<file path="src/rtl/pipelined_cla_adder.sv">
// Pipelined carry-look-ahead adder/subtractor with valid/ready handshakes.
// One GROUP-bit look-ahead slice is resolved per stage; the carry is registered between stages.
module pipelined_cla_adder #(
  parameter int unsigned WIDTH = 16,
  parameter int unsigned GROUP = 4
) (
  input  logic             clk,
  input  logic             rst_n,
  input  logic             in_valid,
  output logic             in_ready,
  input  logic [WIDTH-1:0] a,
  input  logic [WIDTH-1:0] b,
  input  logic             cin,
  input  logic             sub,
  output logic             out_valid,
  input  logic             out_ready,
  output logic [WIDTH-1:0] sum,
  output logic             cout,
  output logic             ovf
);

  localparam int unsigned NG = WIDTH / GROUP;

  typedef logic [GROUP-1:0] slice_t;

  if (GROUP == 0 || (WIDTH % GROUP) != 0) begin : g_bad_width
    $error("pipelined_cla_adder: WIDTH must be a non-zero multiple of GROUP");
  end

  // Flat sum-of-products look-ahead: c[i+1] = g[i] | p[i]g[i-1] | ... | p[i..0]ci
  function automatic logic [GROUP:0] cla_carries(input slice_t p, input slice_t g, input logic ci);
    logic [GROUP:0] c;
    logic           t;
    c    = '0;
    c[0] = ci;
    for (int i = 0; i < int'(GROUP); i++) begin
      t = ci;
      for (int j = 0; j <= i; j++) t = t & p[j];
      c[i+1] = t;
      for (int j = 0; j <= i; j++) begin
        t = g[j];
        for (int m = j + 1; m <= i; m++) t = t & p[m];
        c[i+1] = c[i+1] | t;
      end
    end
    return c;
  endfunction

  logic adv;
  logic last_valid;

  // Global stall: every stage holds whenever the output slot is full and not taken.
  assign adv       = ~last_valid | out_ready;
  assign in_ready  = adv;
  assign out_valid = last_valid;

  for (genvar k = 0; k < NG; k++) begin : g_stage
    slice_t         a_in [NG];
    slice_t         b_in [NG];
    slice_t         s_in [NG];
    logic           c_in;
    logic           v_in;
    slice_t         p;
    slice_t         g;
    slice_t         s_new;
    logic [GROUP:0] c;
    logic           v_q;
    logic           c_q;
    slice_t         s_q [NG];

    if (k == 0) begin : g_src
      // Operand preparation: subtraction is A + ~B + 1.
      always_comb begin
        for (int j = 0; j < int'(NG); j++) begin
          a_in[j] = a[j*GROUP +: GROUP];
          b_in[j] = sub ? ~b[j*GROUP +: GROUP] : b[j*GROUP +: GROUP];
          s_in[j] = '0;
        end
      end
      assign c_in = sub | cin;
      assign v_in = in_valid;
    end else begin : g_src
      assign a_in = g_stage[k-1].g_opd.a_q;
      assign b_in = g_stage[k-1].g_opd.b_q;
      assign s_in = g_stage[k-1].s_q;
      assign c_in = g_stage[k-1].c_q;
      assign v_in = g_stage[k-1].v_q;
    end

    always_comb begin
      p     = a_in[k] ^ b_in[k];
      g     = a_in[k] & b_in[k];
      c     = cla_carries(p, g, c_in);
      s_new = p ^ c[GROUP-1:0];
    end

    always_ff @(posedge clk or negedge rst_n) begin
      if (!rst_n) begin
        v_q <= 1'b0;
        c_q <= 1'b0;
        s_q <= '{default: '0};
      end else if (adv) begin
        v_q <= v_in;
        c_q <= c[GROUP];
        for (int j = 0; j < int'(NG); j++) begin
          s_q[j] <= (j == k) ? s_new : s_in[j];
        end
      end
    end

    if (k < NG - 1) begin : g_opd
      slice_t a_q [NG];
      slice_t b_q [NG];

      always_ff @(posedge clk or negedge rst_n) begin
        if (!rst_n) begin
          a_q <= '{default: '0};
          b_q <= '{default: '0};
        end else if (adv) begin
          a_q <= a_in;
          b_q <= b_in;
        end
      end
    end else begin : g_last
      logic ovf_q;

      // Signed overflow: carry into MSB differs from carry out of MSB.
      always_ff @(posedge clk or negedge rst_n) begin
        if (!rst_n) begin
          ovf_q <= 1'b0;
        end else if (adv) begin
          ovf_q <= c[GROUP] ^ c[GROUP-1];
        end
      end
    end
  end

  assign last_valid = g_stage[NG-1].v_q;
  assign cout       = g_stage[NG-1].c_q;
  assign ovf        = g_stage[NG-1].g_last.ovf_q;

  always_comb begin
    sum = '0;
    for (int j = 0; j < int'(NG); j++) begin
      sum[j*GROUP +: GROUP] = g_stage[NG-1].s_q[j];
    end
  end

endmodule

</file>
<file path="config.mk">
export PLATFORM = sky130hd
export DESIGN_NAME = pipelined_cla_adder
export DESIGN_NICKNAME = d
export VERILOG_FILES = /design/src/rtl/pipelined_cla_adder.sv
export SDC_FILE = /design/constraint.sdc
export NUM_CORES = 1
export LEC_CHECK = 0
export ABC_AREA = 1
export BUFFER_PORTS_ARGS = -buffer_cell sky130_fd_sc_hd__buf_2
export CAP_MARGIN = 20
export CORE_UTILIZATION = 60
export CTS_BUF_LIST = sky130_fd_sc_hd__clkbuf_2
export DETAILED_ROUTE_END_ITERATION = 6
export GPL_ROUTABILITY_DRIVEN = 0
export GPL_TIMING_DRIVEN = 0
export PLACE_DENSITY_LB_ADDON = 0.25
export REMOVE_ABC_BUFFERS = 1
export SLEW_MARGIN = 20
export SYNTH_ARGS = -nofsm -noshare
export SYNTH_HDL_FRONTEND = slang
export SYNTH_SLANG_ARGS = --single-unit
</file>
<file path="constraint.sdc">
create_clock -name clk -period 2 [get_ports clk]
set_clock_uncertainty 0.15 [all_clocks]
set_input_delay 0.4 -clock clk [delete_from_list [all_inputs] [get_ports clk]]
set_output_delay 0.4 -clock clk [all_outputs]
set_load 0.05 [all_outputs]
</file>
==> impl_metrics.py, run 1 <==
metrics = {
    "drt": {
        "wl_um": 9340,
        "viasPerCell": 5.07,
        "routedWlPerCell_um": 14.0,
        "dr.pass1.iters": 4,
        "antenna_left": 0,
        "dr_total_vias": 3394,
        "initialDrtViolationCount": 253,
        "drcViolationCount": 0,
    },
    "critical_path": {
        "critical-path-slowest-cell": "dfrtp_1",
        "cp.arrival_ns": 1.40,
        "path_class": "flip-flop to output pin",
        "r2r.worst_path.cells": 10,
        "reg2reg_from": "g_stage[0].g_opd.a_q[8]",
        "critPathMaxFanout": 2,
        "cp.required_ns": 1.45,
        "r2r_slack_ns": 0.19,
        "crit_top_cell": "buf_12",
        "critPathLaunchType": "flip-flop",
        "crit_path_end_kind": "output pin",
        "r2r-end": "g_stage[1].c_q",
        "critPathMaxStageDelay_ns": 0.40,
        "crit_chain": "inv_2 -> nor2_4 -> buf_12 -> inv_16 -> buf_12",
    },
    "yosys": {
        "synth_cell_types": 20,
        "synth_top_cell_by_area": "dfrtp_1",
        "ys_seq_elements": 97,
        "syn_area_um2": 4380,
        "yosys-top-cells-area": "dfrtp_1 (55%), nand2_1 (18%), ha_1 (5.7%)",
        "synth_top_area_frac": 0.554,
        "synth_cells": 479,
        "synthArstFlopShare": 1.00,
        "post-synth-top-count-cell": "nand2_1",
        "avgSynthCellArea_um2": 9.14,
        "synth-edff-count": 0,
        "ys.flop_type": "dfrtp_1",
        "yosys_warnings": 0,
        "yosysSeqAreaShare": 0.554,
        "synth.top_cells.by_count": "nand2_1 (212), dfrtp_1 (97), o21ai_0 (43)",
    },
    "sta": {
        "fin_crit_ns": 1.95,
        "setup_ws_ns": 0.0452,
        "rsz0062_at_grt": "yes",
        "setup_viol": 0,
        "fin_setup_tns_ns": 0,
        "drv_slew": 0,
        "holdWs_ns": 0.116,
        "final-hold-violation-count": 0,
        "fin_crit_sh": 0.977,
        "max_slew_margin": 0.606,
        "clock.fmax_ghz": 0.512,
        "worst_pin_slew_ns": 0.590,
    },
    "placed_design": {
        "place_area_um2": 4750,
        "dpl_worst_slack_ns": -0.642,
        "io_buffers": 57,
        "hpwl_um": 4880,
    },
    "cells_and_area": {
        "post-route-cell-area_um2": 5300,
        "antenna_cells": 0,
        "nNetsFinal": 630,
        "drive_gt1_frac": 0.157,
        "final_util": 0.767,
        "syn2layout_area_growth_pct": 21.0,
    },
    "cts": {
        "clkTransAtPathRegs_ns": 0.24,
        "htreeDepth": 3,
        "cts_tree": "built",
        "cts.sinks": 97,
        "clock_path_buffers": 2,
        "clk_latency_ns": 0.52,
        "clockRootBuffer": "clkbuf_2",
        "cts_buffers": 9,
    },
    "power": {
        "ir_drop_mv": 0.712,
        "power_density_nw_per_um2": 1450,
        "leakagePower_nw": 2.76,
    },
    "global_route": {
        "grt_pass1_vias": 3397,
        "grt_max_degree": 51,
        "antenna_found_initial": 0,
        "grt-ovfl-total": 0,
        "track_usage": 0.275,
        "grt_pass1_wl_um": 15500,
    },
    "flow_run": {
        "cap_violations": 0,
    },
    "hold_path": {
        "worstHoldEndpoint": "g_stage[0].s_q[15]",
        "min_path_type": "input pin to flip-flop",
        "whs_path_depth": 5,
        "hold_start": "a[3]",
    },
    "run_status": {
        "status": "completed",
    },
    "floorplanning": {
        "die_h_um": 87.4,
        "coreArea_um2": 6910,
        "fp.dieArea_um2": 7650,
        "start_util": 0.634,
        "rows": 30,
        "ios": 58,
        "die_w_um": 87.4,
    },
}
-- where the power goes --
part	switching, W	total (W)	internal [W]
clock	0.000620	0.000893	0.000273
sequential	0.000449	0.00326	0.00281
combinational	0.00226	0.00355	0.00129
-- layer usage --
metal | part of all wire | vias up | global-route usage | wire length [µm]
met1 | 0.43 | 1612 | 0.353 | 4010
met4 | 0.019 | 0 | 0.130 | 175
met3 | 0.043 | 17 | 0.0398 | 405
met5 | 0 | - | 0 | 0
li1 | - | 1673 | - | -
met2 | 0.51 | 92 | 0.460 | 4750
-- cell type report --
| type | instances | area (µm²) |
|---|---|---|
| Fill cell | 507 | 1610 |
| Multi-Input combinational cell | 331 | 1700 |
| Timing Repair Buffer | 96 | 792 |
| Tap cell | 96 | 120 |
| Timing Repair inverter | 3 | 26.3 |
| Inverter | 30 | 129 |
| Sequential cell | 97 | 2430 |
| Clock inverter | 7 | 61.3 |
| Clock buffer | 9 | 45.0 |
-- placed cells by master (no fill, tap or decap), types with 5 or more instances in the layout --
master and instances:
nand2_1 212, dfrtp_1 97, buf_2 55, o21ai_0 43, inv_1 28, dlygate4sd3_1 26
ha_1 20, xnor2_1 15, clkbuf_2 9, nand3b_1 8, o21ai_1 8, nand3_1 8
buf_4 7, nor2_1 5, xor2_1 5
-- logic make-up (layout without fill, tap and decap cells) --
logic type	Yosys count	count (layout)	synth area share
DFF	97	97	0.554
and+or+nand+nor	235	236	0.213
AOI/OAI and AO/OA	51	51	0.0583
xor gates and xnor gates	20	20	0.0400
buffers and inverters	52	145	0.0594
adders and majority gates	24	24	0.0754
-- state kept, by name (all words and copies together), names as in the netlist, 3 cells and up --
| name | cells |
|---|---|
| g_stage.s_q | 24 |
| g_stage.v_q | 3 |
| g_stage.g_opd.b_q | 24 |
| sum | 16 |
| g_stage.g_opd.a_q | 24 |
| g_stage.c_q | 3 |
-- repair_timing --
action / in CTS / in global routing
pin swaps: 1 / 1
gates resized for setup: 9 / 0
hold buffers: 26 / 0
endpoints found under the setup margin: 67 / 1
setup buffers: 6 / 1
gates cloned: 7 / 0
endpoints found under the hold margin: 72 / 0
-- worst max-delay path by stage --
stage	startpoint	to	slack, ns	depth (start not counted)
2_1_floorplan	out_valid	ovf	-1.35	5
3_3_place_gp	out_ready	in_ready	-2.39	4
3_5_place_dp	out_ready	in_ready	-0.64	6
4_1_cts	out_valid	in_ready	-0.007	5
5_1_grt	out_valid	in_ready	-0.05	5
6_report	out_valid	in_ready	0.05	5
-- per-stage QoR --
stage,cells,power [W]
after global placement,610,0.00619
after global routing,669,0.00832
final,669,0.00770
after CTS,668,0.00770
after floorplan,457,0.00558
after detailed placement,614,0.00646
-- worst max-delay path: cells and delay by family (launching register included) --
| family | cells | cell delay, ns |
|---|---|---|
| flops | 1 | 0.40 |
| buf+inv | 4 | 0.36 |
| simple gates | 1 | 0.11 |
Note: power is estimated with default switching activity, not from simulation.
==> run 2: changes to the inputs <==
Settings changed: ABC_AREA 1 to 0.
==> run 2 against run 1 <==
The run now ends with negative setup slack left. First-iteration DRC count fell by 36%. Synthesized area fell by 0.46%. Sequential share of layout area rose by 0.087 points. Critical endpoint unchanged.
==> impl_metrics.py, run 2 <==
metrics = {
    "power": {
        "combinationalPowerShare": 0.467,
        "leakagePower_nw": 2.79,
        "power_switching_share": 0.424,
        "clkPwrFrac": 0.114,
        "pwr-share-seq": 0.420,
        "ir_drop_mv": 0.648,
        "p_int_w": 0.00450,
        "switchingPower_w": 0.00331,
        "power_density_nw_per_um2": 1480,
    },
    "yosys": {
        "avgSynthCellArea_um2": 9.46,
        "synthAdderAreaFrac": 0.0758,
        "synth-edff-count": 0,
        "synth_cells": 461,
        "ys_seq_elements": 97,
        "synth_top_family_by_area": "simple AND/OR/NAND/NOR gates",
        "synth_mux_area_frac": 0,
        "syn_area_um2": 4360,
        "post-synth-top-count-cell": "nand2_1",
        "synth_compound_area_frac": 0.0852,
        "yosys_warnings": 0,
        "synthArstFlopShare": 1.00,
        "synth.top_cells.by_count": "nand2_1 (213), dfrtp_1 (97), ha_1 (20)",
        "synth_top_cell_by_area": "dfrtp_1",
        "yosysSeqAreaShare": 0.557,
        "synth_cell_types": 28,
        "synth_top_area_frac": 0.557,
        "yosys-top-cells-area": "dfrtp_1 (56%), nand2_1 (18%), ha_1 (5.7%)",
        "ys.flop_type": "dfrtp_1",
        "synth-simple-area-share": 0.207,
        "yosys.area_share.xor_xnor": 0.0402,
    },
    "cts": {
        "htreeDepth": 3,
        "clkTransAtPathRegs_ns": 0.24,
        "cts_buffers": 9,
        "cts.sinks": 97,
        "clockRootBuffer": "clkbuf_2",
        "clock_path_buffers": 2,
        "cts_tree": "built",
        "clk_latency_ns": 0.52,
    },
    "hold_path": {
        "hold_start": "b[10]",
        "min_path_type": "input pin to flip-flop",
    },
    "cells_and_area": {
        "top_regs": "g_stage.g_opd.a_q (24), g_stage.g_opd.b_q (24), g_stage.s_q (24)",
        "final_cell_mix": "nand2_1 (213), dfrtp_1 (97), buf_2 (55), dlygate4sd3_1 (25), ha_1 (19)",
        "nNetsFinal": 612,
        "antenna_cells": 0,
        "layout_commonest_cell": "nand2_1",
        "drive_gt1_frac": 0.168,
        "post-route-cell-area_um2": 5290,
        "syn2layout_area_growth_pct": 21.3,
    },
    "drt": {
        "antenna_left": 0,
        "drcViolationCount": 0,
        "initialDrtViolationCount": 163,
        "wl_um": 8730,
        "viasPerCell": 5.16,
        "dr_total_vias": 3356,
        "routedWlPerCell_um": 13.4,
        "dr.pass1.iters": 6,
    },
    "sta": {
        "fin_crit_sh": 1.01,
        "rsz0062_at_grt": "yes",
        "drv_slew": 0,
        "fin_crit_ns": 2.02,
        "setup_viol": 1,
        "clock.fmax_ghz": 0.496,
        "setup_ws_ns": -0.0152,
        "final-hold-violation-count": 0,
        "worst_pin_slew_ns": 0.574,
        "max_slew_margin": 0.616,
    },
    "critical_path": {
        "critPathLaunchType": "flip-flop",
        "reg2reg_from": "g_stage[1].g_opd.b_q[4]",
        "r2r_slack_ns": 0.03,
        "cp.required_ns": 1.45,
        "crit_path_end_kind": "output pin",
        "cp-startpoint": "out_valid",
        "r2r-end": "g_stage[2].s_q[7]",
        "cp.arrival_ns": 1.47,
        "r2r.worst_path.cells": 5,
        "critPathMaxFanout": 2,
        "worstSetupEndpoint": "in_ready",
        "path_class": "flip-flop to output pin",
    },
    "floorplanning": {
        "start_util": 0.631,
        "fp.dieArea_um2": 7610,
        "rows": 30,
        "ios": 58,
        "die_w_um": 87.3,
        "die_h_um": 87.3,
        "coreArea_um2": 6910,
    },
    "placed_design": {
        "io_buffers": 57,
        "place_area_um2": 4770,
        "dpl_worst_slack_ns": -0.541,
        "hpwl_um": 4780,
    },
    "global_route": {
        "antenna_found_initial": 0,
        "track_usage": 0.250,
        "grt_pass1_wl_um": 14400,
        "grt_pass1_vias": 3197,
        "grt-ovfl-total": 0,
        "grt_max_degree": 58,
    },
    "run_status": {
        "status": "finished, violations left",
        "violations": "negative setup slack",
    },
    "flow_run": {
        "cap_violations": 0,
    },
}
run 2: cell types whose count changed in the layout (fill, tap and decap cells not counted), sizes merged, moves of 5 or more:
cell    delta
a21oi      +5
inv       -22
nand3      -8
nand3b     -8
nor3       +7
o21a      +11
o21ai     -33
o31ai      +7
run 2: how the worst min path moves through the flow:
stage	endpoint	slack (ns)	depth (start not counted)
2_1_floorplan	cout	-0.05	0
3_3_place_gp	g_stage[2].v_q	0.29	2
3_5_place_dp	sum[9]	0.19	1
4_1_cts	g_stage[0].g_opd.b_q[6]	0.02	3
5_1_grt	g_stage[0].g_opd.b_q[6]	0.02	3
6_report	g_stage[0].g_opd.b_q[6]	0.06	3
run 2: cell families (layout without fill, tap and decap cells):
family,count (synthesis),count (layout)
fa+ha+maj,24,24
compound gates,55,55
buf+inv,31,123
flops,97,97
xor+xnor,20,20
simple gates,234,235
run 2: critical path, stage by stage, from the launching register on:
cell,delay (ns)
dfrtp_1,0.43
nor2b_4,0.18
clkbuf_16,0.16
inv_16,0.03
buf_12,0.13
run 2: routing by layer:
metal,up-vias,GRT usage,wire length (µm)
met5,-,0,0
met3,24,0.0322,255
met2,73,0.427,4430
met1,1612,0.318,3830
li1,1647,-,-
met4,0,0.118,215
run 2: repair_timing:
item,4_1_cts,5_1_grt
endpoints found under the hold margin,121,0
hold buffers,25,0
buffers inserted,8,2
cloned,5,0
pin swaps,0,1
gates resized for setup,8,2
endpoints found under the setup margin,73,2
run 2: cell type report:
| type | count | area (µm²) |
|---|---|---|
| multi-input cells | 334 | 1800 |
| well taps | 96 | 120 |
| clock buffers | 10 | 50.0 |
| flip-flops and latches | 97 | 2430 |
| clock inverters | 5 | 47.5 |
| fillers | 513 | 1620 |
| repair buffers | 97 | 772 |
| inverters | 8 | 46.3 |
| repair inverters | 3 | 26.3 |
run 2: power groups by stage:
stage	clock, W	sequential [W]	combinational [W]
detailed placement	0	0.00334	0.00331
finish	0.000888	0.00328	0.00365
global route	0.000975	0.00339	0.00405
CTS	0.000904	0.00328	0.00363
global placement	0	0.00324	0.00297
floorplan	0	0.00391	0.00189
run 2: per-stage QoR:
stage,total power [W],hold WS [ns],utilization,setup TNS [ns],cells
after global placement,0.00620,0.290,0.672,-690.32,591
after CTS,0.00781,0.0168,0.764,-0.0337,648
after global routing,0.00842,0.0224,0.766,-0.0936,650
final,0.00781,0.0582,0.766,-0.0152,650
after floorplan,0.00580,-0.0456,-,-420.95,438
after detailed placement,0.00665,0.188,0.691,-13.52,595
